`config.mk`:
```
export PLATFORM = sky130hd
export DESIGN_NAME = uart_rx
export DESIGN_NICKNAME = d
export VERILOG_FILES = /design/src/rtl/uart_pkg.sv /design/src/rtl/uart_baud_tick.sv /design/src/rtl/uart_rx.sv
export SDC_FILE = /design/constraint.sdc
export NUM_CORES = 1
export LEC_CHECK = 0
export ABC_CLOCK_PERIOD_IN_PS = 4400
export BUFFER_PORTS_ARGS = -buffer_cell sky130_fd_sc_hd__buf_4
export CORE_UTILIZATION = 45
export CTS_CLUSTER_DIAMETER = 50
export DETAILED_ROUTE_END_ITERATION = 12
export GPL_ROUTABILITY_DRIVEN = 0
export PLACE_DENSITY_LB_ADDON = 0.2
export SYNTH_ARGS = -nofsm -noshare
export SYNTH_HDL_FRONTEND = slang
export SYNTH_SLANG_ARGS = --single-unit
```
`constraint.sdc`:
```
create_clock -name clk -period 4.4 [get_ports clk]
set_input_delay 0.88 -clock clk [delete_from_list [all_inputs] [get_ports clk]]
set_output_delay 0.88 -clock clk [all_outputs]
set_load 0.1 [all_outputs]
```
`src/rtl/uart_pkg.sv`:
```
// -----------------------------------------------------------------------------
// uart_pkg
// Shared UART definitions used by the receiver (uart_rx) and the transmitter
// (test_tx):
//   - BAUD_RATE[0:7]  baud table indexed by baud_sel
//   - div_for()       ticks-per-oversample divisor, rounded to nearest
//   - rx_state_e      receiver FSM state encoding
//   - even_parity_ok  parity helper over data + parity bit
// Optional feature macro: UART_RX_PARITY_EN (adds the PARITY state).
// -----------------------------------------------------------------------------
package uart_pkg;

   localparam int DATA_BITS = 8;
   localparam int DIV_W     = 16;

   localparam int BAUD_RATE [0:7] = '{
      32'd9600,   32'd19200,  32'd38400,  32'd57600,
      32'd115200, 32'd230400, 32'd460800, 32'd921600
   };

   // Encodings stay fixed whether or not the parity state exists, so both
   // builds decode the shared states identically.
   typedef enum logic [2:0] {
      ST_IDLE      = 3'd0,
      ST_START     = 3'd1,
      ST_DATA      = 3'd2,
      ST_STOP      = 3'd3,
      ST_WAIT_IDLE = 3'd4
`ifdef UART_RX_PARITY_EN
      , ST_PARITY  = 3'd5
`endif
   } rx_state_e;

   // round(clk_hz / (baud * os)); only ever evaluated on constants.
   function automatic int div_for(input int clk_hz, input logic [2:0] sel, input int os);
      int den;
      den = BAUD_RATE[sel] * os;
      return (clk_hz + (den / 32'sd2)) / den;
   endfunction

   // Even parity: the data bits plus the parity bit must XOR to zero.
   function automatic logic even_parity_ok(input logic [DATA_BITS:0] v);
      return ~(^v);
   endfunction

endpackage

```
`src/rtl/uart_baud_tick.sv`:
```
// -----------------------------------------------------------------------------
// uart_baud_tick
// Free-running oversample tick generator. Counts 0..div-1 and emits a
// one-cycle tick each time the count wraps. restart forces the count back
// to 0 so the first tick lands a full period after a start edge.
// Ports:
//   clk      in   system clock
//   rst      in   asynchronous, active-high reset
//   div      in   DIV_W  clock cycles per tick (must be >= 1)
//   restart  in   synchronous restart of the phase counter
//   tick     out  one-cycle oversample strobe (registered)
// -----------------------------------------------------------------------------
module uart_baud_tick
   import uart_pkg::*;
(
   input  logic             clk,
   input  logic             rst,
   input  logic [DIV_W-1:0] div,
   input  logic             restart,
   output logic             tick
);

   logic [DIV_W-1:0] cnt_r;
   logic             tick_r;
   logic             last_s;

   // ">=" rather than "==" so a smaller div on a live counter still wraps.
   assign last_s = (cnt_r >= (div - 16'd1));

   // Phase counter and registered tick strobe.
   always_ff @(posedge clk or posedge rst) begin
      if (rst) begin
         cnt_r  <= 16'd0;
         tick_r <= 1'b0;
      end else if (restart) begin
         cnt_r  <= 16'd0;
         tick_r <= 1'b0;
      end else if (last_s) begin
         cnt_r  <= 16'd0;
         tick_r <= 1'b1;
      end else begin
         cnt_r  <= cnt_r + 16'd1;
         tick_r <= 1'b0;
      end
   end

   assign tick = tick_r;

endmodule

```
`src/rtl/uart_rx.sv`:
```
// -----------------------------------------------------------------------------
// uart_rx
// 8-bit UART receiver, LSB first, 1 stop bit, 16x oversampling. Uses the same
// baud_sel table as test_tx so the two loop back directly.
// Optional feature macro: UART_RX_PARITY_EN -- adds an even-parity bit after
// the data bits; parity_err pulses with rx_valid on mismatch.
// Ports:
//   clk        in   system clock (CLK_HZ)
//   rst        in   asynchronous, active-high reset
//   baud_sel   in   3  baud index, latched at start-bit detect
//   rx         in   serial line, async to clk, idle high
//   rx_data    out  8  last good byte, held until the next good frame
//   rx_valid   out  one-cycle strobe: rx_data updated
//   frame_err  out  one-cycle strobe: stop bit sampled low
//   parity_err out  one-cycle strobe with rx_valid on parity mismatch
//   busy       out  high from start detect until the frame ends
// -----------------------------------------------------------------------------
module uart_rx
   import uart_pkg::*;
#(
   parameter int CLK_HZ     = 50_000_000,
   parameter int OVERSAMPLE = 16
) (
   input  logic                 clk,
   input  logic                 rst,
   input  logic [2:0]           baud_sel,
   input  logic                 rx,
   output logic [DATA_BITS-1:0] rx_data,
   output logic                 rx_valid,
   output logic                 frame_err,
   output logic                 parity_err,
   output logic                 busy
);

   localparam int TC_W = $clog2(OVERSAMPLE);
   localparam logic [TC_W-1:0] TC_ZERO   = TC_W'(0);
   localparam logic [TC_W-1:0] TC_ONE    = TC_W'(1);
   localparam logic [TC_W-1:0] HALF_LAST = TC_W'(OVERSAMPLE / 2 - 1);
   localparam logic [TC_W-1:0] FULL_LAST = TC_W'(OVERSAMPLE - 1);
   localparam logic [2:0]      IDX_LAST  = 3'(DATA_BITS - 1);

   localparam logic [DIV_W-1:0] DIV_TAB [0:7] = '{
      DIV_W'(div_for(CLK_HZ, 3'd0, OVERSAMPLE)), DIV_W'(div_for(CLK_HZ, 3'd1, OVERSAMPLE)),
      DIV_W'(div_for(CLK_HZ, 3'd2, OVERSAMPLE)), DIV_W'(div_for(CLK_HZ, 3'd3, OVERSAMPLE)),
      DIV_W'(div_for(CLK_HZ, 3'd4, OVERSAMPLE)), DIV_W'(div_for(CLK_HZ, 3'd5, OVERSAMPLE)),
      DIV_W'(div_for(CLK_HZ, 3'd6, OVERSAMPLE)), DIV_W'(div_for(CLK_HZ, 3'd7, OVERSAMPLE))
   };

   // Synchroniser and edge register
   logic sync1_r;
   logic rx_s;
   logic rx_d;

   // FSM and datapath
   rx_state_e            state_r,  state_nxt;
   logic [TC_W-1:0]      tcnt_r,   tcnt_nxt;
   logic [2:0]           idx_r,    idx_nxt;
   logic [DATA_BITS-1:0] shift_r,  shift_nxt;
   logic [DIV_W-1:0]     div_r,    div_nxt;
   logic                 restart_s;
   logic                 tick_s;
   logic                 valid_set_s;
   logic                 ferr_set_s;
   logic                 busy_nxt;
`ifdef UART_RX_PARITY_EN
   logic                 par_r, par_nxt;
   logic                 perr_set_s;
   logic                 parity_err_r;
`endif

   // Registered outputs
   logic [DATA_BITS-1:0] rx_data_r;
   logic                 rx_valid_r;
   logic                 frame_err_r;
   logic                 busy_r;

   uart_baud_tick u_tick (
      .clk     (clk),
      .rst     (rst),
      .div     (div_r),
      .restart (restart_s),
      .tick    (tick_s)
   );

   // Two-flop synchroniser for the async pin, then one edge-detect stage.
   always_ff @(posedge clk or posedge rst) begin
      if (rst) begin
         sync1_r <= 1'b1;
         rx_s    <= 1'b1;
         rx_d    <= 1'b1;
      end else begin
         sync1_r <= rx;
         rx_s    <= sync1_r;
         rx_d    <= rx_s;
      end
   end

   // FSM state and datapath registers.
   always_ff @(posedge clk or posedge rst) begin
      if (rst) begin
         state_r <= ST_IDLE;
         tcnt_r  <= TC_ZERO;
         idx_r   <= 3'd0;
         shift_r <= {DATA_BITS{1'b0}};
         div_r   <= DIV_TAB[0];
`ifdef UART_RX_PARITY_EN
         par_r   <= 1'b0;
`endif
      end else begin
         state_r <= state_nxt;
         tcnt_r  <= tcnt_nxt;
         idx_r   <= idx_nxt;
         shift_r <= shift_nxt;
         div_r   <= div_nxt;
`ifdef UART_RX_PARITY_EN
         par_r   <= par_nxt;
`endif
      end
   end

   // Next-state logic; tcnt_r counts oversample ticks within the current bit.
   always_comb begin
      state_nxt   = state_r;
      tcnt_nxt    = tcnt_r;
      idx_nxt     = idx_r;
      shift_nxt   = shift_r;
      div_nxt     = div_r;
      restart_s   = 1'b0;
      valid_set_s = 1'b0;
      ferr_set_s  = 1'b0;
`ifdef UART_RX_PARITY_EN
      par_nxt     = par_r;
      perr_set_s  = 1'b0;
`endif
      case (state_r)
         ST_IDLE: begin
            if (rx_d && !rx_s) begin
               state_nxt = ST_START;
               tcnt_nxt  = TC_ZERO;
               div_nxt   = DIV_TAB[baud_sel];
               restart_s = 1'b1;
            end else begin
               state_nxt = ST_IDLE;
            end
         end
         ST_START: begin
            // Half a bit in: still low means a real start bit, else a glitch.
            if (tick_s && (tcnt_r == HALF_LAST)) begin
               tcnt_nxt = TC_ZERO;
               if (!rx_s) begin
                  state_nxt = ST_DATA;
                  idx_nxt   = 3'd0;
               end else begin
                  state_nxt = ST_IDLE;
               end
            end else if (tick_s) begin
               tcnt_nxt = tcnt_r + TC_ONE;
            end else begin
               tcnt_nxt = tcnt_r;
            end
         end
         ST_DATA: begin
            // LSB arrives first, so shift in from the top.
            if (tick_s && (tcnt_r == FULL_LAST)) begin
               tcnt_nxt  = TC_ZERO;
               shift_nxt = {rx_s, shift_r[DATA_BITS-1:1]};
               if (idx_r == IDX_LAST) begin
`ifdef UART_RX_PARITY_EN
                  state_nxt = ST_PARITY;
`else
                  state_nxt = ST_STOP;
`endif
               end else begin
                  idx_nxt = idx_r + 3'd1;
               end
            end else if (tick_s) begin
               tcnt_nxt = tcnt_r + TC_ONE;
            end else begin
               tcnt_nxt = tcnt_r;
            end
         end
`ifdef UART_RX_PARITY_EN
         ST_PARITY: begin
            if (tick_s && (tcnt_r == FULL_LAST)) begin
               tcnt_nxt  = TC_ZERO;
               par_nxt   = rx_s;
               state_nxt = ST_STOP;
            end else if (tick_s) begin
               tcnt_nxt = tcnt_r + TC_ONE;
            end else begin
               tcnt_nxt = tcnt_r;
            end
         end
`endif
         ST_STOP: begin
            // Returning straight to IDLE mid-stop-bit lets a back-to-back
            // start edge half a bit later be caught.
            if (tick_s && (tcnt_r == FULL_LAST)) begin
               tcnt_nxt = TC_ZERO;
               if (rx_s) begin
                  state_nxt   = ST_IDLE;
                  valid_set_s = 1'b1;
`ifdef UART_RX_PARITY_EN
                  perr_set_s  = ~even_parity_ok({par_r, shift_r});
`endif
               end else begin
                  state_nxt  = ST_WAIT_IDLE;
                  ferr_set_s = 1'b1;
               end
            end else if (tick_s) begin
               tcnt_nxt = tcnt_r + TC_ONE;
            end else begin
               tcnt_nxt = tcnt_r;
            end
         end
         ST_WAIT_IDLE: begin
            // A held-low line (break) must go high before a new start is armed.
            if (rx_s) begin
               state_nxt = ST_IDLE;
            end else begin
               state_nxt = ST_WAIT_IDLE;
            end
         end
         default: begin
            state_nxt = ST_IDLE;
         end
      endcase
      busy_nxt = (state_nxt != ST_IDLE) && (state_nxt != ST_WAIT_IDLE);
   end

   // Output registers: strobes last exactly one cycle; rx_data holds until the next good frame.
   always_ff @(posedge clk or posedge rst) begin
      if (rst) begin
         rx_data_r    <= {DATA_BITS{1'b0}};
         rx_valid_r   <= 1'b0;
         frame_err_r  <= 1'b0;
         busy_r       <= 1'b0;
`ifdef UART_RX_PARITY_EN
         parity_err_r <= 1'b0;
`endif
      end else begin
         if (valid_set_s) begin
            rx_data_r <= shift_r;
         end else begin
            rx_data_r <= rx_data_r;
         end
         rx_valid_r   <= valid_set_s;
         frame_err_r  <= ferr_set_s;
         busy_r       <= busy_nxt;
`ifdef UART_RX_PARITY_EN
         parity_err_r <= perr_set_s;
`endif
      end
   end

   assign rx_data   = rx_data_r;
   assign rx_valid  = rx_valid_r;
   assign frame_err = frame_err_r;
   assign busy      = busy_r;
`ifdef UART_RX_PARITY_EN
   assign parity_err = parity_err_r;
`else
   assign parity_err = 1'b0;
`endif

endmodule
```
==> results by group, run 1 <==
Clock network
  – CTS resizes: 0
  – H-tree Lvls: 3
  – Sinks on Clock Net: 58
  – Clk slew on worst S/H paths: 60 ps
  – Worst-skew pair later-pin latency: 340 ps
  – Clock root cell: clkbuf_8
  – Setup Buffers After CTS: 0
  – Hold buffers post-CTS: 0
  – CTS tree: built
  – Clock tree buffer depth: 2
  – Num CTS Buffers: 9

GRT
  – Initial antenna violation count: 0
  – GR Overflow Total: 0
  – Largest net degree at the start of global routing: 35
  – Tot GR Track Use: 17.77%
  – First-pass GRT wire length: 9811 um
  – Vias in the first global route: 2137

Layout
  – Share of cells above drive strength 1: 20.83%
  – Final non-filler cell total: 389
  – Nets@finish: 337
  – Ant. Diodes: 0
  – Final Util: 52.98%
  – Layout area overhead: 11.41%

Yosys
  – FF+latch count, synth: 58
  – Synth Net Count: 318
  – Post-Synthesis Cells: 288
  – Number of flops mapped to enable cells by yosys: 0
  – Avg Cell Area, Syn: 10.67 um2
  – Synth top area share: 41.55%
  – Most numerous cell in the Yosys netlist: dfrtp_1
  – Top_reg_cell synth: dfrtp_1
  – Asr flop ratio synth: 100.0%
  – Register area share after synthesis: 47.54%
  – Commonest cells post-synth: 51 x dfrtp_1, 34 x nand2_1, 24 x ha_1, 19 x nor3_1, 16 x mux2_2
  – Synth unique cells: 48
  – Cell taking the most area after synthesis: dfrtp_1
  – Synth warn: 0
  – Mapped cell area: 3072 um2
  – Synth top area cells: dfrtp_1 42%, ha_1 9.8%, dfstp_2 6.0%

STA
  – Transition time of the tightest slew-check pin: 949.8 ps
  – Setup Viol. Count Final: 0
  – Final worst slack: 879.5 ps
  – Slew HR: 36.10%
  – Final Cycle Share: 80.01%
  – Fin crit period: 3521 ps
  – Final Hold Viols: 0
  – Final Slew Violations: 0
  – Unrepaired setup endpoints after global routing: false
  – Max frequency: 0.2840 GHz
  – Setup_tns: 0 ps
  – Worst Clk Skew: 13.07 ps

Place
  – Dpl ws: 873.0 ps
  – Buffers on Ports: 16
  – Post-Place Cells: 373
  – Post-DP HPWL: 4015 um

Pwr
  – Leakage: 0.001635 uW
  – Comb pwr share: 23.7%
  – Switching Share: 33.17%
  – Peak VDD IR: 0.2107 mV
  – Psw: 505.3 uW
  – Clock network power share: 30.4%
  – Reg power frac: 46.0%
  – Total internal power: 1018 uW
  – Pwr dens: 445.2 nW/um2

Detailed routing
  – WL/cell: 14.71 um
  – Vias per cell: 5.499
  – Routed Antenna Nets: 0
  – Total wire length: 5721 um
  – Detailed router's first-iteration violation count: 77
  – 1st-pass router iterations: 4
  – Via Count: 2139
  – DRC Markers: 0

Critical path
  – Crit start category: flop
  – Worst setup EP type: flop
  – CP Max Fanout: 17
  – FF-to-FF setup slack: 880 ps
  – Req. time, crit path: 4610 ps
  – CP arrival: 3730 ps
  – Critical path class: reg2reg

Run
  – Max cap viols: 0

Run status
  – Status: finished clean

Die
  – Die Span X: 84.62 um
  – Die height: 84.62 um
  – Row count: 29
  – Initial Util: 47.56%
  – Io pins: 18
  – Core area: 6459 um2
  – Die area: 7161 um2

Hold path
  – Hold crit path type: reg2reg
power groups by stage:
stage / Combinational, uW / Sequential, uW / Clock [uW]
global placement: 352 / 708 / 0
detailed placement: 359 / 711 / 0
CTS: 364 / 701 / 481
floorplan: 290 / 690 / 0
finish: 360 / 700 / 463
global route: 410 / 714 / 500
per-stage QoR:
step / cell area, um2 / hold slack (ps) / power (uW)
final: 3422 / 355.4 / 1523
after global routing: 3422 / 364.0 / 1624
after CTS: 3422 / 357.0 / 1545
after detailed placement: 3242 / 346.8 / 1069
after global placement: 3242 / 345.8 / 1060
after floorplan: 3072 / 345.2 / 980.4
routing by layer:
| metal | vias up | share of wire [%] | GRT usage, % |
|---|---|---|---|
| li1 | 1053 | - | - |
| met4 | 0 | 2.4 | 8.166 |
| met2 | 33 | 47 | 28.75 |
| met5 | - | 0 | 0 |
| met1 | 1041 | 47 | 21.56 |
| met3 | 12 | 2.8 | 5.900 |
critical path, cell delays in order, from the launching register on:
cell and delay [ps]:
dfrtp_1 410, nor3_1 260, nand2b_1 140, nor4_1 740, nand2_1 130, ha_1 360
a21oi_1 140, nor2_1 60, a311oi_1 270, nand3_1 520, and2_1 370
path summary, 6_finish.rpt:
kind	from	end	cells after the start
hold / removal	sync1_r$_DFF_PP1_	rx_s$_DFF_PP1_	0
min in group asynchronous	rst	rx_valid$_DFF_PP0_	2
max in group asynchronous	rst	rx_d$_DFF_PP1_	3
setup reg to reg	div_r[4]$_DFFE_PP0P_	u_tick.tick$_DFF_PP0_	10
hold reg to reg	sync1_r$_DFF_PP1_	rx_s$_DFF_PP1_	0
setup / recovery	div_r[4]$_DFFE_PP0P_	u_tick.tick$_DFF_PP0_	10
kinds of logic (layout without fill, tap and decap cells):
family,count (synthesis),after routing,share of synthesized area [%]
compound gates,35,35,7.659
other cells,1,1,0.1221
simple gates,107,107,17.92
flops,58,58,47.54
buf+inv,20,44,3.095
mux,20,20,7.332
xor+xnor,23,23,6.558
fa+ha+maj,24,24,9.776
layout make-up:
class | instances | area [um2]
clock inverters | 4 | 45.04
flip-flops and latches | 58 | 1460
inverters | 11 | 41.29
clock buffers | 12 | 135.1
fillers | 596 | 3037
repair buffers | 17 | 127.6
well taps | 77 | 96.34
multi-input cells | 210 | 1516
placed cells by master (no fill, tap or decap), drive strengths merged, types with 2 or more instances in the layout:
cell type / Yosys / final
a21oi: 10 / 10
a22o: 2 / 2
a311oi: 2 / 2
and3: 7 / 7
and4: 2 / 2
buf: 5 / 17
clkbuf: 4 / 12
clkinv: 0 / 3
dfrtp: 51 / 51
dfstp: 7 / 7
ha: 24 / 24
inv: 11 / 11
mux2: 17 / 17
mux2i: 3 / 3
nand2: 34 / 34
nand2b: 4 / 4
nand3: 12 / 12
nand4: 4 / 4
nor2: 14 / 14
nor3: 19 / 19
nor4: 3 / 3
o21ai: 8 / 8
o31ai: 5 / 5
xnor2: 9 / 9
xor2: 14 / 14
registers in the layout, summed over array words and instances, names as in the netlist, 3 cells and up:
| register | cells |
|---|---|
| idx_r | 3 |
| u_tick.cnt_r | 16 |
| tcnt_r | 4 |
| div_r | 9 |
| state_r | 3 |
| rx_data | 8 |
| shift_r | 8 |
Power figures use the tool's default switching activity.
==> run 2: changes to the inputs <==
Settings changed: ABC_AREA set to 1, ABC_CLOCK_PERIOD_IN_PS 4400 to 3400.
Clock period 4.4 ns to 3.4 ns, I/O delays scaled along.
==> run 2 against run 1 <==
  * Synthesized area increased by 6.5%
  * Cell count is 31% higher
  * Non-clock buffer count up 1
  * Largest power group unchanged
  * Worst hold slack improved by 0.67 ps
  * Fmax up 42%
  * Core utilization increased by 0.75 points
  * Sequential power is 31% higher
  * Largest cell class unchanged
  * Clock power increased by 71%
  * Synthesized cell count grew 34%
  * Worst setup slack gained 34 ps
  * Critical path depth rose by 7
  * Clock-buffer cell count fell by 3
==> results by group, run 2 <==
Run status
  – Status: finished clean

Clock network
  – Clock root cell: clkbuf_8
  – Num CTS Buffers: 9 (unchanged)
  – Sinks on Clock Net: 58 (unchanged)
  – Hold buffers post-CTS: 0 (unchanged)
  – H-tree Lvls: 3 (unchanged)
  – Clk slew on worst S/H paths: 70 ps (about the same)
  – CTS resizes: 0 (unchanged)
  – Clock tree buffer depth: 2 (unchanged)
  – Worst-skew pair later-pin latency: 340 ps (about the same)
  – Setup Buffers After CTS: 0 (unchanged)
  – CTS tree: built

STA
  – Unrepaired setup endpoints after global routing: false
  – Fin crit period: 2486 ps (-1034 ps)
  – Setup_tns: 0 ps (unchanged)
  – Slew HR: 41.29% (+5.2 points)
  – Final Hold Viols: 0 (unchanged)
  – Setup Viol. Count Final: 0 (unchanged)
  – Max frequency: 0.4022 GHz (+42%)
  – Worst Clk Skew: 9.868 ps (-3.199 ps)
  – Final worst slack: 914.0 ps (+34.47 ps)
  – Final Cycle Share: 73.12% (-6.9 points)
  – Final Slew Violations: 0 (unchanged)
  – Transition time of the tightest slew-check pin: 879.3 ps (-70.43 ps)

Yosys
  – Synth Net Count: 415 (+31%)
  – Post-Synthesis Cells: 385 (+34%)
  – Most numerous cell in the Yosys netlist: nand2_1
  – Number of flops mapped to enable cells by yosys: 0 (unchanged)
  – Asr flop ratio synth: 100.0% (unchanged)
  – FF+latch count, synth: 58 (unchanged)
  – Top_reg_cell synth: dfrtp_1
  – Synth unique cells: 35 (-27%)
  – Mapped cell area: 3271 um2 (+6.5%)
  – Synth top area share: 39.02% (-2.5 points)
  – Cell taking the most area after synthesis: dfrtp_1
  – Commonest cells post-synth: 87 x nand2_1, 55 x inv_1, 51 x dfrtp_1, 40 x nor2_1, 24 x ha_1
  – Avg Cell Area, Syn: 8.495 um2 (-20%)
  – Synth warn: 0 (unchanged)
  – Register area share after synthesis: 44.64% (-2.9 points)
  – Synth top area cells: dfrtp_1 39%, nand2_1 10%, ha_1 9.2%

Layout
  – Most common cell after layout, fill and taps aside: nand2_1
  – Final non-filler cell total: 509 (+31%)
  – Share of cells above drive strength 1: 15.74% (-5.1 points)
  – Nets@finish: 438 (+30%)
  – Layout area overhead: 13.47%
  – Reg with most FFs: u_tick.cnt_r
  – Largest regs: u_tick.cnt_r (16), div_r (9)
  – Largest register FFs: 16 (unchanged)
  – Most frequent cells in the layout: 87 x nand2_1, 54 x inv_1, 51 x dfrtp_1
  – Final Util: 53.73% (+0.75 points)
  – Fillers: 679 (+14%)
  – Ant. Diodes: 0 (unchanged)

Run
  – Max cap viols: 0 (unchanged)

Detailed routing
  – Vias per cell: 4.786 (-13%)
  – Via Count: 2436 (+14%)
  – Total wire length: 5868 um (+2.6%)
  – WL/cell: 11.53 um (-22%)
  – Routed Antenna Nets: 0 (unchanged)
  – DRC Markers: 0 (unchanged)
  – Detailed router's first-iteration violation count: 84 (+9.1%)
  – 1st-pass router iterations: 4 (unchanged)

Critical path
  – Slowest CP cell: dfstp_2
  – Worst setup EP type: flop
  – Reg-to-reg endpoint: u_tick.cnt_r[12]$_DFF_PP0_
  – CP cell instances: inv_1, ha_1, nand3_1, nor2_1, nand2_1, xor2_1, inv_1, ha_1, nand2_1, inv_1, nand2_1, nand2_1, nor2_1, nand2_1, nand2_1, nand3_4, nor2_1
  – Crit start category: flop
  – Req. time, crit path: 3670 ps (-940 ps)
  – Max stage delay on crit path: 540 ps (-200 ps)
  – Most used cell, CP: nand2_1
  – FF-to-FF setup slack: 910 ps (+30 ps)
  – CP Max Fanout: 16 (-1)
  – Reg-to-Reg Start: div_r[1]$_DFFE_PP1P_
  – Critical path class: reg2reg
  – CP arrival: 2760 ps (-970 ps)
  – R2R cell count: 17 (+7)

Pwr
  – Peak VDD IR: 0.4718 mV (+120%)
  – Pwr dens: 677.6 nW/um2 (+52%)
  – Pwr Total: 2515 uW (+65%)
  – Leakage: 0.001812 uW (+11%)

GRT
  – Initial antenna violation count: 0 (unchanged)
  – GR Overflow Total: 0 (unchanged)
  – First-pass GRT wire length: 10420 um (+6.2%)
  – Vias in the first global route: 2281 (+6.7%)
  – Largest net degree at the start of global routing: 44 (+26%)
  – Tot GR Track Use: 18.14% (+0.37 points)

Die
  – Row count: 30 (+3.4%)
  – Die area: 7613 um2 (+6.3%)
  – Die height: 87.26 um (+3.1%)
  – Core area: 6907 um2 (+6.9%)
  – Initial Util: 47.36% (-0.20 points)
  – Die Span X: 87.26 um (+3.1%)
  – Io pins: 18 (unchanged)

Hold path
  – Worst Hold Depth: 0 (unchanged)
  – Beginning of the worst hold path: sync1_r$_DFF_PP1_
  – WHS Endpoint: rx_s$_DFF_PP1_
  – Hold crit path type: reg2reg

Place
  – Buffers on Ports: 16 (unchanged)
  – Post-Place Cells: 493 (+32%)
  – Post-DP HPWL: 4328 um (+7.8%)
  – Dpl ws: 889.9 ps (+16.97 ps)
## run 2: cell families (layout without fill, tap and decap cells)
group / after synthesis / in the layout / share of synthesized area (%)
fa+ha+maj: 24 / 24 / 9.181
xor+xnor: 19 / 19 / 5.088
simple gates: 173 / 173 / 23.76
other cells: 1 / 1 / 0.1147
flops: 58 / 58 / 44.64
buf+inv: 66 / 94 / 8.837
compound gates: 44 / 44 / 8.378
## run 2: how the worst max path moves through the flow
stage	cells after the start	startpoint	slack, ps	to
2_1_floorplan	18	div_r[1]$_DFFE_PP1P_	1120	u_tick.cnt_r[12]$_DFF_PP0_
3_3_place_gp	17	div_r[1]$_DFFE_PP1P_	940	u_tick.cnt_r[7]$_DFF_PP0_
3_5_place_dp	17	div_r[1]$_DFFE_PP1P_	890	u_tick.cnt_r[5]$_DFF_PP0_
4_1_cts	17	div_r[1]$_DFFE_PP1P_	870	u_tick.cnt_r[15]$_DFF_PP0_
5_1_grt	17	div_r[1]$_DFFE_PP1P_	630	u_tick.cnt_r[11]$_DFF_PP0_
6_report	17	div_r[1]$_DFFE_PP1P_	910	u_tick.cnt_r[12]$_DFF_PP0_
## run 2: critical path: cells and delay by family (launching register included)
kind	cells	cell delay [ps]
xor gates and xnor gates	1	160
adders and majority gates	2	460
and+or+nand+nor	11	1100
DFF	1	540
buffers and inverters	3	160
## run 2: layer usage
| metal | global-route usage [%] | wire length [um] | vias to the layer above |
|---|---|---|---|
| li1 | - | - | 1270 |
| met4 | 9.538 | 94 | 0 |
| met5 | 0 | 0 | - |
| met1 | 25.81 | 3016 | 1124 |
| met3 | 3.318 | 167 | 10 |
| met2 | 26.28 | 2590 | 32 |
## run 2: through the flow
step                      hold WS, ps  cell area (um2)
after floorplan                 345.2             3271
after global placement          346.3             3462
after detailed placement        346.9             3462
after CTS                       357.2             3711
after global routing            360.3             3711
final                           356.1             3711
## run 2: final cells by class
class                   count  area (um2)  share of cell area [%]
multi-input cells         261        1521                   41.00
flip-flops and latches     58        1460                   39.35
inverters                  60       225.2                   6.069
repair buffers             18       135.1                   3.641
clock inverters             7       125.1                   3.372
clock buffers               9       123.9                   3.338
well taps                  96       120.1                   3.237
## run 2: power breakdown
group,internal [uW],switching [uW]
Sequential,819,94.7
Combinational,281,526
Clock,494,300
Total,1590,920
